$ cat src/rtl/auto_shop_pkg.sv
// Shared types and helpers for the vending controller's BCD display path.
// Holds the sequencer state encoding, the BCD slot width and the round-robin picker.
package auto_shop_pkg;

    typedef enum logic [1:0] {
        StIdle,
        StShift,
        StDone
    } state_e;

    localparam int unsigned BCD_W = 8;

    // First set bit of req at or after ptr, wrapping modulo n (n <= 8).
    function automatic logic [2:0] rr_pick(input logic [7:0] req, input logic [2:0] ptr,
                                           input int unsigned n);
        logic [2:0]  pick;
        logic        found;
        int unsigned idx;
        pick  = ptr;
        found = 1'b0;
        for (int unsigned i = 0; i < 8; i++) begin
            idx = (32'(ptr) + i) % n;
            if (i < n && !found && req[idx]) begin
                pick  = 3'(idx);
                found = 1'b1;
            end
        end
        return pick;
    endfunction

endpackage

$ cat src/rtl/bcd_serial_core.sv
// Serial double-dabble datapath: one adjust-then-shift step per enabled edge.
// Two nibbles only; operands are bounded so the tens digit never overflows.
module bcd_serial_core
    import auto_shop_pkg::*;
(
    input  logic             clk,
    input  logic             rst_n,
    input  logic             load_i,
    input  logic             shift_i,
    input  logic             bit_i,
    output logic [BCD_W-1:0] value_o
);

    logic [BCD_W-1:0] value_q;
    logic [BCD_W-1:0] adj;

    always_comb begin
        adj = value_q;
        if (value_q[3:0] > 4'd4) adj[3:0] = value_q[3:0] + 4'd3;
        if (value_q[7:4] > 4'd4) adj[7:4] = value_q[7:4] + 4'd3;
    end

    always_ff @(posedge clk or negedge rst_n) begin
        if (!rst_n) begin
            value_q <= '0;
        end else if (load_i) begin
            value_q <= '0;
        end else if (shift_i) begin
            value_q <= {adj[BCD_W-2:0], bit_i};
        end
    end

    assign value_o = value_q;

endmodule

$ cat src/rtl/bcd_share_arbiter.sv
// Round-robin arbiter and sequencer sharing one serial binary-to-BCD core among
// NUM_REQ requesters; each result is kept in a per-channel slot for the display scan.
module bcd_share_arbiter
    import auto_shop_pkg::*;
#(
    parameter int unsigned NUM_REQ = 4,
    parameter int unsigned BIN_W   = 5
) (
    input  logic                       clk,
    input  logic                       rst_n,
    input  logic [NUM_REQ-1:0]         req,
    input  logic [NUM_REQ*BIN_W-1:0]   bin_in,
    output logic [NUM_REQ-1:0]         ack,
    output logic                       busy,
    output logic                       bcd_valid,
    output logic [2:0]                 bcd_id,
    output logic [7:0]                 bcd_out,
    output logic [NUM_REQ*BCD_W-1:0]   bcd_all
);

    localparam int unsigned CntW = (BIN_W > 1) ? $clog2(BIN_W) : 1;

    if (NUM_REQ < 2 || NUM_REQ > 8) begin : g_num_req_chk
        $error("bcd_share_arbiter: NUM_REQ must be in 2..8");
    end
    if (BIN_W < 1 || BIN_W > 6) begin : g_bin_w_chk
        $error("bcd_share_arbiter: BIN_W must be in 1..6");
    end

    state_e                 state_q, state_d;
    logic [2:0]             id_q, id_d;
    logic [BIN_W-1:0]       opnd_q, opnd_d;
    logic [CntW-1:0]        cnt_q, cnt_d;
    logic [2:0]             rr_ptr_q;
    logic                   core_load, core_shift;
    logic [BCD_W-1:0]       core_val;

    logic [NUM_REQ-1:0]         ack_q;
    logic                       valid_q;
    logic [2:0]                 bcd_id_q;
    logic [BCD_W-1:0]           bcd_out_q;
    logic [NUM_REQ*BCD_W-1:0]   slots_q;

    always_comb begin
        state_d    = state_q;
        id_d       = id_q;
        opnd_d     = opnd_q;
        cnt_d      = cnt_q;
        core_load  = 1'b0;
        core_shift = 1'b0;
        case (state_q)
            StIdle: begin
                if (|req) begin
                    id_d      = rr_pick(8'(req), rr_ptr_q, NUM_REQ);
                    opnd_d    = bin_in[int'(id_d)*BIN_W +: BIN_W];
                    cnt_d     = CntW'(BIN_W - 1);
                    core_load = 1'b1;
                    state_d   = StShift;
                end
            end
            StShift: begin
                core_shift = 1'b1;
                if (cnt_q == '0) state_d = StDone;
                else             cnt_d   = cnt_q - 1'b1;
            end
            StDone:  state_d = StIdle;
            default: state_d = StIdle;
        endcase
    end

    always_ff @(posedge clk or negedge rst_n) begin
        if (!rst_n) begin
            state_q <= StIdle;
            id_q    <= '0;
            opnd_q  <= '0;
            cnt_q   <= '0;
        end else begin
            state_q <= state_d;
            id_q    <= id_d;
            opnd_q  <= opnd_d;
            cnt_q   <= cnt_d;
        end
    end

    // Results are published on the edge leaving DONE, so ack lands in the IDLE cycle.
    always_ff @(posedge clk or negedge rst_n) begin
        if (!rst_n) begin
            rr_ptr_q  <= '0;
            ack_q     <= '0;
            valid_q   <= 1'b0;
            bcd_id_q  <= '0;
            bcd_out_q <= '0;
            slots_q   <= '0;
        end else if (state_q == StDone) begin
            ack_q     <= NUM_REQ'(1) << id_q;
            valid_q   <= 1'b1;
            bcd_id_q  <= id_q;
            bcd_out_q <= core_val;
            slots_q[int'(id_q)*BCD_W +: BCD_W] <= core_val;
            rr_ptr_q  <= (int'(id_q) == int'(NUM_REQ) - 1) ? 3'd0 : id_q + 3'd1;
        end else begin
            ack_q   <= '0;
            valid_q <= 1'b0;
        end
    end

    bcd_serial_core u_core (
        .clk     (clk),
        .rst_n   (rst_n),
        .load_i  (core_load),
        .shift_i (core_shift),
        .bit_i   (opnd_q[cnt_q]),
        .value_o (core_val)
    );

    assign ack       = ack_q;
    assign busy      = (state_q != StIdle);
    assign bcd_valid = valid_q;
    assign bcd_id    = bcd_id_q;
    assign bcd_out   = bcd_out_q;
    assign bcd_all   = slots_q;

endmodule

$ cat config.mk
export PLATFORM = sky130hd
export DESIGN_NAME = bcd_share_arbiter
export DESIGN_NICKNAME = d
export VERILOG_FILES = /design/src/rtl/auto_shop_pkg.sv /design/src/rtl/bcd_serial_core.sv /design/src/rtl/bcd_share_arbiter.sv
export SDC_FILE = /design/constraint.sdc
export NUM_CORES = 1
export LEC_CHECK = 0
export ABC_AREA = 1
export CAP_MARGIN = 10
export CORE_ASPECT_RATIO = 1.75
export CORE_MARGIN = 4
export CORE_UTILIZATION = 50
export CTS_BUF_LIST = sky130_fd_sc_hd__clkbuf_8
export DETAILED_ROUTE_END_ITERATION = 6
export HOLD_SLACK_MARGIN = 0.15
export MAX_ROUTING_LAYER = met4
export PLACE_DENSITY = 0.79
export SYNTH_ARGS = -nofsm -noshare
export SYNTH_HDL_FRONTEND = slang
export SYNTH_SLANG_ARGS = --single-unit
$ cat constraint.sdc
create_clock -name clk -period 4.3 [get_ports clk]
set_clock_uncertainty 0.05 [all_clocks]
set_input_delay 1.29 -clock clk [delete_from_list [all_inputs] [get_ports clk]]
set_output_delay 1.29 -clock clk [all_outputs]
set_load 0.02 [all_outputs]
* After elaboration in Yosys (flattened, before gate mapping)
Index checks and enable logic that the tools add are counted.
** Storage, ports and cells
- Register bits :: 72
- Output and inout port bits :: 49
** Operators by class
- $add $sub $neg :: 8
- $mul :: 1
- $lt $le $gt $ge :: 7
- Eq/ne operators :: 6
- Shift-type cells :: 4
- Muxes and demuxes :: 42
- Reductions and logical operators :: 15
** Operators with widths (count)
- $neg 6->34 :: 1
- $shift 8x34->32 const A :: 1
- $shiftx 8x34->32 :: 1
- $bwmux 32 :: 1
- $mux 3 :: 10
- $shiftx 20x7->5 :: 1
- $mux 1 :: 18
- $lt 2x4->1 const B :: 4
- $mux 8 :: 2
- $bmux 1 s2 :: 4
- $gt 4x3->1 const B :: 2
- $mux 4 :: 2
- $mul 3x3->6 const B :: 1
- $ne 2x2->1 const B :: 3
- $pmux 3 s2 :: 1
- $reduce_bool 2->1 :: 3
- $add 2x2->2 const B :: 2
- $add 4x2->4 const B :: 1
- $lt 3x4->1 const B :: 1
- $mux 2 :: 2
- $pmux 2 s2 :: 1
- $reduce_and 2->1 :: 2
- $reduce_or 4->1 :: 1
- $shl 1x3->4 const A :: 1
- 13 further kinds :: 17

* Depth between registers and ports, before layout
Gate-level depths: netlist of the first run.
- Depth after elaboration :: 22
- Gate-level depth with buffers :: 18

* Hierarchy
Synthesis of the first run repeated with hierarchy kept, for this count alone.
** Second synthesis, totals
- Cell total of the unflattened synthesis :: 444
- Area total of the unflattened synthesis :: 3587.2 sq um
** By module, submodules not included
- bcd_share_arbiter :: times used 1, cells each 381, area an instance 3114.2 sq um, sequential area each 1576.5 sq um
- bcd_serial_core :: times used 1, cells each 63, area an instance 473.0 sq um, sequential area each 200.2 sq um

* Worst setup path after synthesis of the first run
No wires, ideal clock.
- Path type :: in2reg
- Start :: input req[1]
- End :: register opnd_q[0]
- Library setup time :: 118 ps
- Data arrival time :: 2261 ps
- Data required time :: 4132 ps
- Setup slack :: 1871 ps
- Stages :: 13
- Cells stage by stage :: inv_1 > nand2_1 > nand3_1 > nand2_1 > nor2_4 > nand4_4 > buf_2 > nand3_1 > nand2_1 > inv_1 > nand2_1 > nand3_1 > nand2_1
** On the way
- Cells in the longest elaborated chain, start to end :: 22
** RTL lines
- from (decl) :: RTL line bcd_share_arbiter.sv:11 : input logic [NUM_REQ-1:0] req,
- $bmux 1 s2 :: RTL line auto_shop_pkg.sv:23 : if (i < n && !found && req[idx]) begin
- $mux 1 (implied by the code) :: RTL line auto_shop_pkg.sv:23
- $mux 1 :: RTL line auto_shop_pkg.sv:23
- $mux 1 :: RTL line bcd_share_arbiter.sv:53 : if (|req) begin
- $mux 1 :: RTL line bcd_share_arbiter.sv:51 : case (state_q)
- $logic_not 1->1 :: RTL line auto_shop_pkg.sv:23
- $logic_and 1x1->1 :: RTL line auto_shop_pkg.sv:23
- $mux 1 :: RTL line auto_shop_pkg.sv:23
- [6 not listed]
- $mux 1 :: RTL line bcd_share_arbiter.sv:51
- $logic_not 1->1 :: RTL line auto_shop_pkg.sv:23
- $logic_and 1x1->1 :: RTL line auto_shop_pkg.sv:23
- $mux 3 :: RTL line auto_shop_pkg.sv:23
- $mux 3 :: RTL line bcd_share_arbiter.sv:53
- $mux 3 :: RTL line bcd_share_arbiter.sv:51
- $mul 3x3->6 :: RTL line bcd_share_arbiter.sv:55 : opnd_d = bin_in[int'(id_d)*BIN_W +: BIN_W];
- $shiftx 20x7->5 :: RTL line bcd_share_arbiter.sv:55
- to (signal assigned) :: RTL line bcd_share_arbiter.sv:80 : opnd_q <= opnd_d;
- to (decl) :: RTL line bcd_share_arbiter.sv:32 : logic [BIN_W-1:0] opnd_q, opnd_d;
Parallel ways exist; a longest one is shown, timed or not. The select of a mux whose other input is x is not followed.
A chain may end at the register's enable or synchronous reset.

* Worst setup path after layout of the first run
- Start :: input req[0]
- End :: register opnd_q[2]
Same word-level chain as after synthesis.

==> metrics.csv, run 1 <==
metric,value,unit
status,"finished, final reports clean",
async_flop_share,1.00,
peakVddDrop,0.000411,V
fill_cells,584,
routedWlPerCell,14.1,µm
hold_viol_final,0,
yosys.area.top_type,dfrtp_1,
finalInstanceArea,4500,µm²
leakagePower,2.19,nW
fmax,343,MHz
final.min_clock_period,2.92,ns
drt-total-wl,8430,µm
grt_max_degree,28,
start_util,0.516,
antenna_found_initial,0,
cts.sinks,71,
vias_per_cell,5.30,
seq_area_frac_synth,0.502,
timing.rr.start,id_q[0]$_DFFE_PN0P_,
slowest_delay,0.53,ns
ys_ff_latch,71,
worstSetupEndpointType,register,
worst-path-buf-inv,2,
grt.total_usage,0.214,
syn_area_per_cell,8.13,µm²
whs_path_depth,2,
path_max_fanout,11,
p_per_area,721,nW/µm²
dr.first_iter.drc_count,302,
stdcell_count,599,
fin_nets,545,
dieWidth,71.6,µm
setup_tns,0,ns
cp_common_cell,nand2_1,
cts_max_level,3,
ctsResizeCount,0,
vias,3176,
hpwl,6300,µm
cts_buffers,9,
first_pass_iters,4,
cp_top_family,simple AND/OR/NAND/NOR gates,
multi_input_area,1490,µm²
path_cells,clkdlybuf4s50_1 > nand2_1 > nand2_2 > nand2_1 > nand2_2 > nand4_2 > nand2_2 > nand2_2 > nand2_1 > nand2_1 > inv_1 > nand2_1 > nand3_1 > nand2_1,
path_clk_slew,0.07,ns
ant_nets,0,
drc,0,
reg2regPathDepth,7,
synth-edff-count,0,
io_buffers,74,
required,4.49,ns
synth_top_area_frac,0.502,
die_area,8530,µm²
slowest_stage,clkdlybuf4s50_1,
hold_class,reg2reg,
cp-startpoint,req[0],
worstHoldStart,opnd_q[1]$_DFFE_PN0P_,
grt_pass1_vias,3161,
setup_viol,0,
dp_cells,583,
cts_root_buf,clkbuf_8,
synth.distinct_cells,32,
synthTopCellsByArea,"dfrtp_1 50%, nand2_1 15%, o21ai_0 8.2%",
criticalPathCategory,in2reg,
clk_latency,0.35,ns
postCtsSetupRepairBufs,0,
fp-row-count,40,
regArea,1780,µm²
dpl-instance-area,4310,µm²
worst_pin_slew,0.925,ns
netlist_area,3540,µm²
yosysMostFrequentCell,nand2_1,
fin_crit_sh,0.679,
synth-main-ff-cell,dfrtp_1,
io_pins,75,
die_y,119,µm
grt_pass1_wl,14000,µm
syn-instance-count,435,
synth_commonest_cells,"138 x nand2_1, 71 x dfrtp_1, 58 x o21ai_0",
syn2layout_area_growth,27.3,%
cts_tree,built,
worst_setup_path_start_kind,input port,
gp_congestion,0.861,
rsz0062_at_grt,no,
clockBufferDepth,2,
hold-path-endpoint,opnd_q[1]$_DFFE_PN0P_,
r2r_end,bcd_all[6]$_DFFE_PN0P_,
coreArea,6860,µm²
drv_cap,0,
timing.slew.headroom,0.379,
hold_slack,0.431,ns
drv_slew,0,
globalRoute.totalOverflow,0,
hold_buffers,0,
n_antenna_cell,0,
reg2reg_setup_slack,1.92,ns
drive_gt1_frac,0.0738,
ys_warn_count,0,
cp.arrival,3.10,ns
synth_fp_nets,470,
==> where the power goes <==
group          total, mW  switching [mW]  leakage, nW  internal, mW
clock              0.511           0.235        0.108         0.276
combinational       1.68            1.07         1.16         0.609
sequential          1.06           0.168        0.925         0.888
==> worst min-delay path: cells and delay by family, from the launching register on <==
family	cells	cell delay, ns
simple gates	2	0.10
flops	1	0.34
==> registers in the layout, summed over array words and instances, names as in the netlist <==
name	flops
bcd_all	32
bcd_out	8
u_core.value_o	8
opnd_q	5
ack	4
bcd_id	3
cnt_q	3
id_q	3
rr_ptr_q	2
state_q	2
bcd_valid	1
==> metrics by stage <==
stage                     power [mW]  utilization  setup WS (ns)
after floorplan                 2.22            -           1.87
after global placement          2.66        0.629           1.06
after detailed placement        2.73        0.629           1.02
after CTS                       3.26        0.656           1.37
after global routing            3.52        0.656           1.19
final                           3.24        0.656           1.38
==> cell families (layout without fill, tap and decap cells) <==
family,Yosys count,count (layout),synth area share
and+or+nand+nor,225,225,0.287
DFF,71,71,0.502
AOI/OAI and AO/OA,66,66,0.0963
buffers and inverters,62,142,0.0768
adders and majority gates,9,9,0.0318
xor gates and xnor gates,1,1,0.00248
muxes,1,1,0.00318
==> placed cells by master, fill, tap and decap left out, types with 4 or more instances in the layout <==
cell type        Yosys  routed
nand2_1            138     138
clkdlybuf4s50_1      0      73
dfrtp_1             71      71
o21ai_0             58      58
inv_1               46      48
nand3_1             38      38
nor2_1              19      19
clkbuf_8             0      10
ha_1                 9       9
nand2_2              8       8
nand3b_1             5       5
nor3_1               4       4
o22ai_1              4       4
==> area by class of cell <==
class | instances | share of cell area
Sequential cell | 71 | 0.395
Tap cell | 84 | 0.0234
Timing Repair Buffer | 76 | 0.167
Multi-Input combinational cell | 302 | 0.331
Inverter | 50 | 0.0423
Clock buffer | 10 | 0.0306
Clock inverter | 6 | 0.0117
==> layer usage <==
layer	part of all wire	vias up	global-route usage
li1	-	1549	-
met1	0.36	1488	0.209
met2	0.55	117	0.387
met3	0.054	22	0.0448
met4	0.035	0	0.107
met5	0	-	-
==> worst max-delay path by stage <==
stage,end,slack [ns],cells past startpoint
after floorplan,opnd_q[0]$_DFFE_PN0P_,1.87,13
after global placement,opnd_q[1]$_DFFE_PN0P_,1.06,14
after detailed placement,opnd_q[2]$_DFFE_PN0P_,1.02,14
final,opnd_q[2]$_DFFE_PN0P_,1.38,14
after CTS,opnd_q[2]$_DFFE_PN0P_,1.37,14
after global routing,opnd_q[3]$_DFFE_PN0P_,1.19,16
Power figures use the tool's default switching activity.
==> run 2: changes to the inputs <==
CORE_UTILIZATION = 48   (was 50)
clock period = 2.59 ns   (was 4.3 ns; I/O delays follow)
==> run 2 against run 1 <==
  * Count of clock-buffer cells in the layout did not move
  * Via count increased by 1.6%
  * Hold slack got worse by 0.11 ns
  * Wire length barely moved
  * Setup slack worse by 1.2 ns
  * Highest routed layer unchanged
==> metrics.csv, run 2 (same netlist as run 1, synthesis figures left out) <==
metric,value,unit,change
peakVddDrop,0.000652,V,was 0.000411 V
routedWlPerCell,13.9,µm,was 14.1 µm
power_frac_clock,0.156,,was 0.158
rsz0062_at_grt,no,,unchanged
clockBufferDepth,2,,unchanged
criticalPathCategory,reg2out,,was in2reg
drv_cap,0,,unchanged
largest_reg_flops,32,,unchanged
hold_viol_final,0,,unchanged
dr.first_iter.drc_count,215,,was 302
fin_ws,0.213,ns,was 1.38 ns
p_per_area,1190,nW/µm²,was 721 nW/µm²
fp-row-count,41,,was 40
cts_buffers,9,,unchanged
slowest_stage,clkdlybuf4s50_1,,unchanged
power.total,5.47,mW,was 3.24 mW
slowest_delay,0.62,ns,was 0.53 ns
worstSetupEndpointType,output port,,was register
setup_tns,0,ns,unchanged
cts_root_buf,clkbuf_8,,unchanged
coreArea,7180,µm²,was 6860 µm²
timing.slew.headroom,0.497,,was 0.379
cts_tree,built,,unchanged
hold_buffers,0,,unchanged
drv_slew,0,,unchanged
postCtsSetupRepairBufs,0,,unchanged
cp.arrival,1.55,ns,was 3.10 ns
pwr-share-seq,0.320,,was 0.326
fill_cells,621,,was 584
worst_pin_slew,0.750,ns,was 0.925 ns
vias,3227,,was 3176
path_cells,inv_1 > nand2_1 > clkdlybuf4s50_1,,was clkdlybuf4s50_1 > nand2_1 > nand2_2 > nand2_1 > nand2_2 > nand4_2 > nand2_2 > nand2_2 > nand2_1 > nand2_1 > inv_1 > nand2_1 > nand3_1 > nand2_1
ant_nets,0,,unchanged
path_clk_slew,0.08,ns,was 0.07 ns
die_y,122,µm,was 119 µm
n_antenna_cell,0,,unchanged
pre_cts_slack,-0.00612,ns,was 1.02 ns
syn2layout_area_growth,29.5,%,was 27.3%
start_util,0.492,,was 0.516
drt-total-wl,8430,µm,about the same
first_pass_iters,4,,unchanged
dieWidth,72.9,µm,was 71.6 µm
required,1.76,ns,was 4.49 ns
layout_commonest_cell,nand2_1,,unchanged
grt.total_usage,0.216,,was 0.214
leakagePower,2.24,nW,was 2.19 nW
vias_per_cell,5.31,,was 5.30
clk_latency,0.35,ns,about the same
gp_congestion,0.878,,was 0.861
worst_setup_path_start_kind,register,,was input port
grt_pass1_vias,3230,,was 3161
grt_pass1_wl,14600,µm,was 14000 µm
p_int,3.00,mW,was 1.77 mW
setup_viol,0,,unchanged
power_frac_comb,0.524,,was 0.517
grt_max_degree,54,,was 28
cp_top_family,buffers and inverters,,was simple AND/OR/NAND/NOR gates
cts_max_level,3,,unchanged
worst-path-buf-inv,2,,unchanged
final.min_clock_period,2.38,ns,
io_buffers,74,,unchanged
switching_power,2.46,mW,was 1.47 mW
reg2reg_setup_slack,0.31,ns,was 1.92 ns
io_pins,75,,unchanged
fin_nets,552,,was 545
p_sw_frac,0.450,,was 0.453
path_max_fanout,3,,was 11
hold_class,in2async,,was reg2reg
drive_gt1_frac,0.0862,,was 0.0738
fin_crit_sh,0.918,,
status,"finished, final reports clean",,unchanged
hpwl,6410,µm,was 6300 µm
layout_common_cells,"138 x nand2_1, 73 x clkdlybuf4s50_1, 71 x dfrtp_1",,unchanged
antenna_found_initial,0,,unchanged
die_area,8860,µm²,was 8530 µm²
globalRoute.totalOverflow,0,,unchanged
fmax,421,MHz,
drc,0,,unchanged
ctsResizeCount,0,,unchanged
cts.sinks,71,,unchanged
[run 2: changes by cell type in the layout (fill, tap and decap cells not counted)]
cell,before,now
buf_4,2,7
buf_12,0,2
[run 2: area by class of cell]
cell class	count	area, µm²	area share
clock inverter	6	52.6	0.0115
tap	86	108	0.0235
clock buffer	10	138	0.0300
timing repair buffer	83	828	0.181
inverter	50	190	0.0415
sequential	71	1780	0.388
multi-input combinational	302	1490	0.325
[run 2: final timing paths]
path,endpoint,cells past startpoint,start
hold reg to reg,opnd_q[0]$_DFFE_PN0P_,2,opnd_q[0]$_DFFE_PN0P_
max in group asynchronous,bcd_out[3]$_DFFE_PN0P_,2,rst_n
hold / removal,bcd_all[18]$_DFFE_PN0P_,1,rst_n
setup reg to reg,bcd_all[25]$_DFFE_PN0P_,7,id_q[0]$_DFFE_PN0P_
min in group clk,opnd_q[0]$_DFFE_PN0P_,2,opnd_q[0]$_DFFE_PN0P_
setup / recovery,busy,3,state_q[1]$_DFFE_PN0P_
[run 2: worst register-to-register path, stage by stage, from the launching register on]
cell,delay [ns]
dfrtp_1,0.49
inv_1,0.14
ha_1,0.22
ha_1,0.30
inv_1,0.06
nor3_1,0.21
nand3_1,0.41
o21ai_0,0.32
[run 2: routing by layer]
layer,GRT usage,up-vias,routed length (µm)
met5,-,-,0
met4,0.0970,0,209
li1,-,1564,-
met3,0.0380,17,400
met1,0.215,1547,3140
met2,0.399,99,4680
[run 2: through the flow]
step           area [µm²]  cells  hold WS, ns  utilization
2_1_floorplan        3540    435        0.394            -
3_5_place_dp         4390    592        0.417        0.611
4_1_cts              4580    608        0.320        0.638
3_3_place_gp         4390    592        0.412        0.611
6_report             4580    608        0.320        0.638
5_1_grt              4580    608        0.335        0.638
[run 2: power groups by stage]
stage | combinational (mW) | clock (mW) | sequential, mW
floorplan | 1.76 | 0 | 1.91
global placement | 2.75 | 0 | 1.74
detailed placement | 2.86 | 0 | 1.76
CTS | 2.88 | 0.869 | 1.74
global route | 3.23 | 0.925 | 1.79
finish | 2.87 | 0.853 | 1.75
==> run 3: changes to the inputs <==
HOLD_SLACK_MARGIN = unset   (was 0.15)
==> results of run 3 <==
Same layout as run 2: the final DEF is identical, and so are final timing and power.
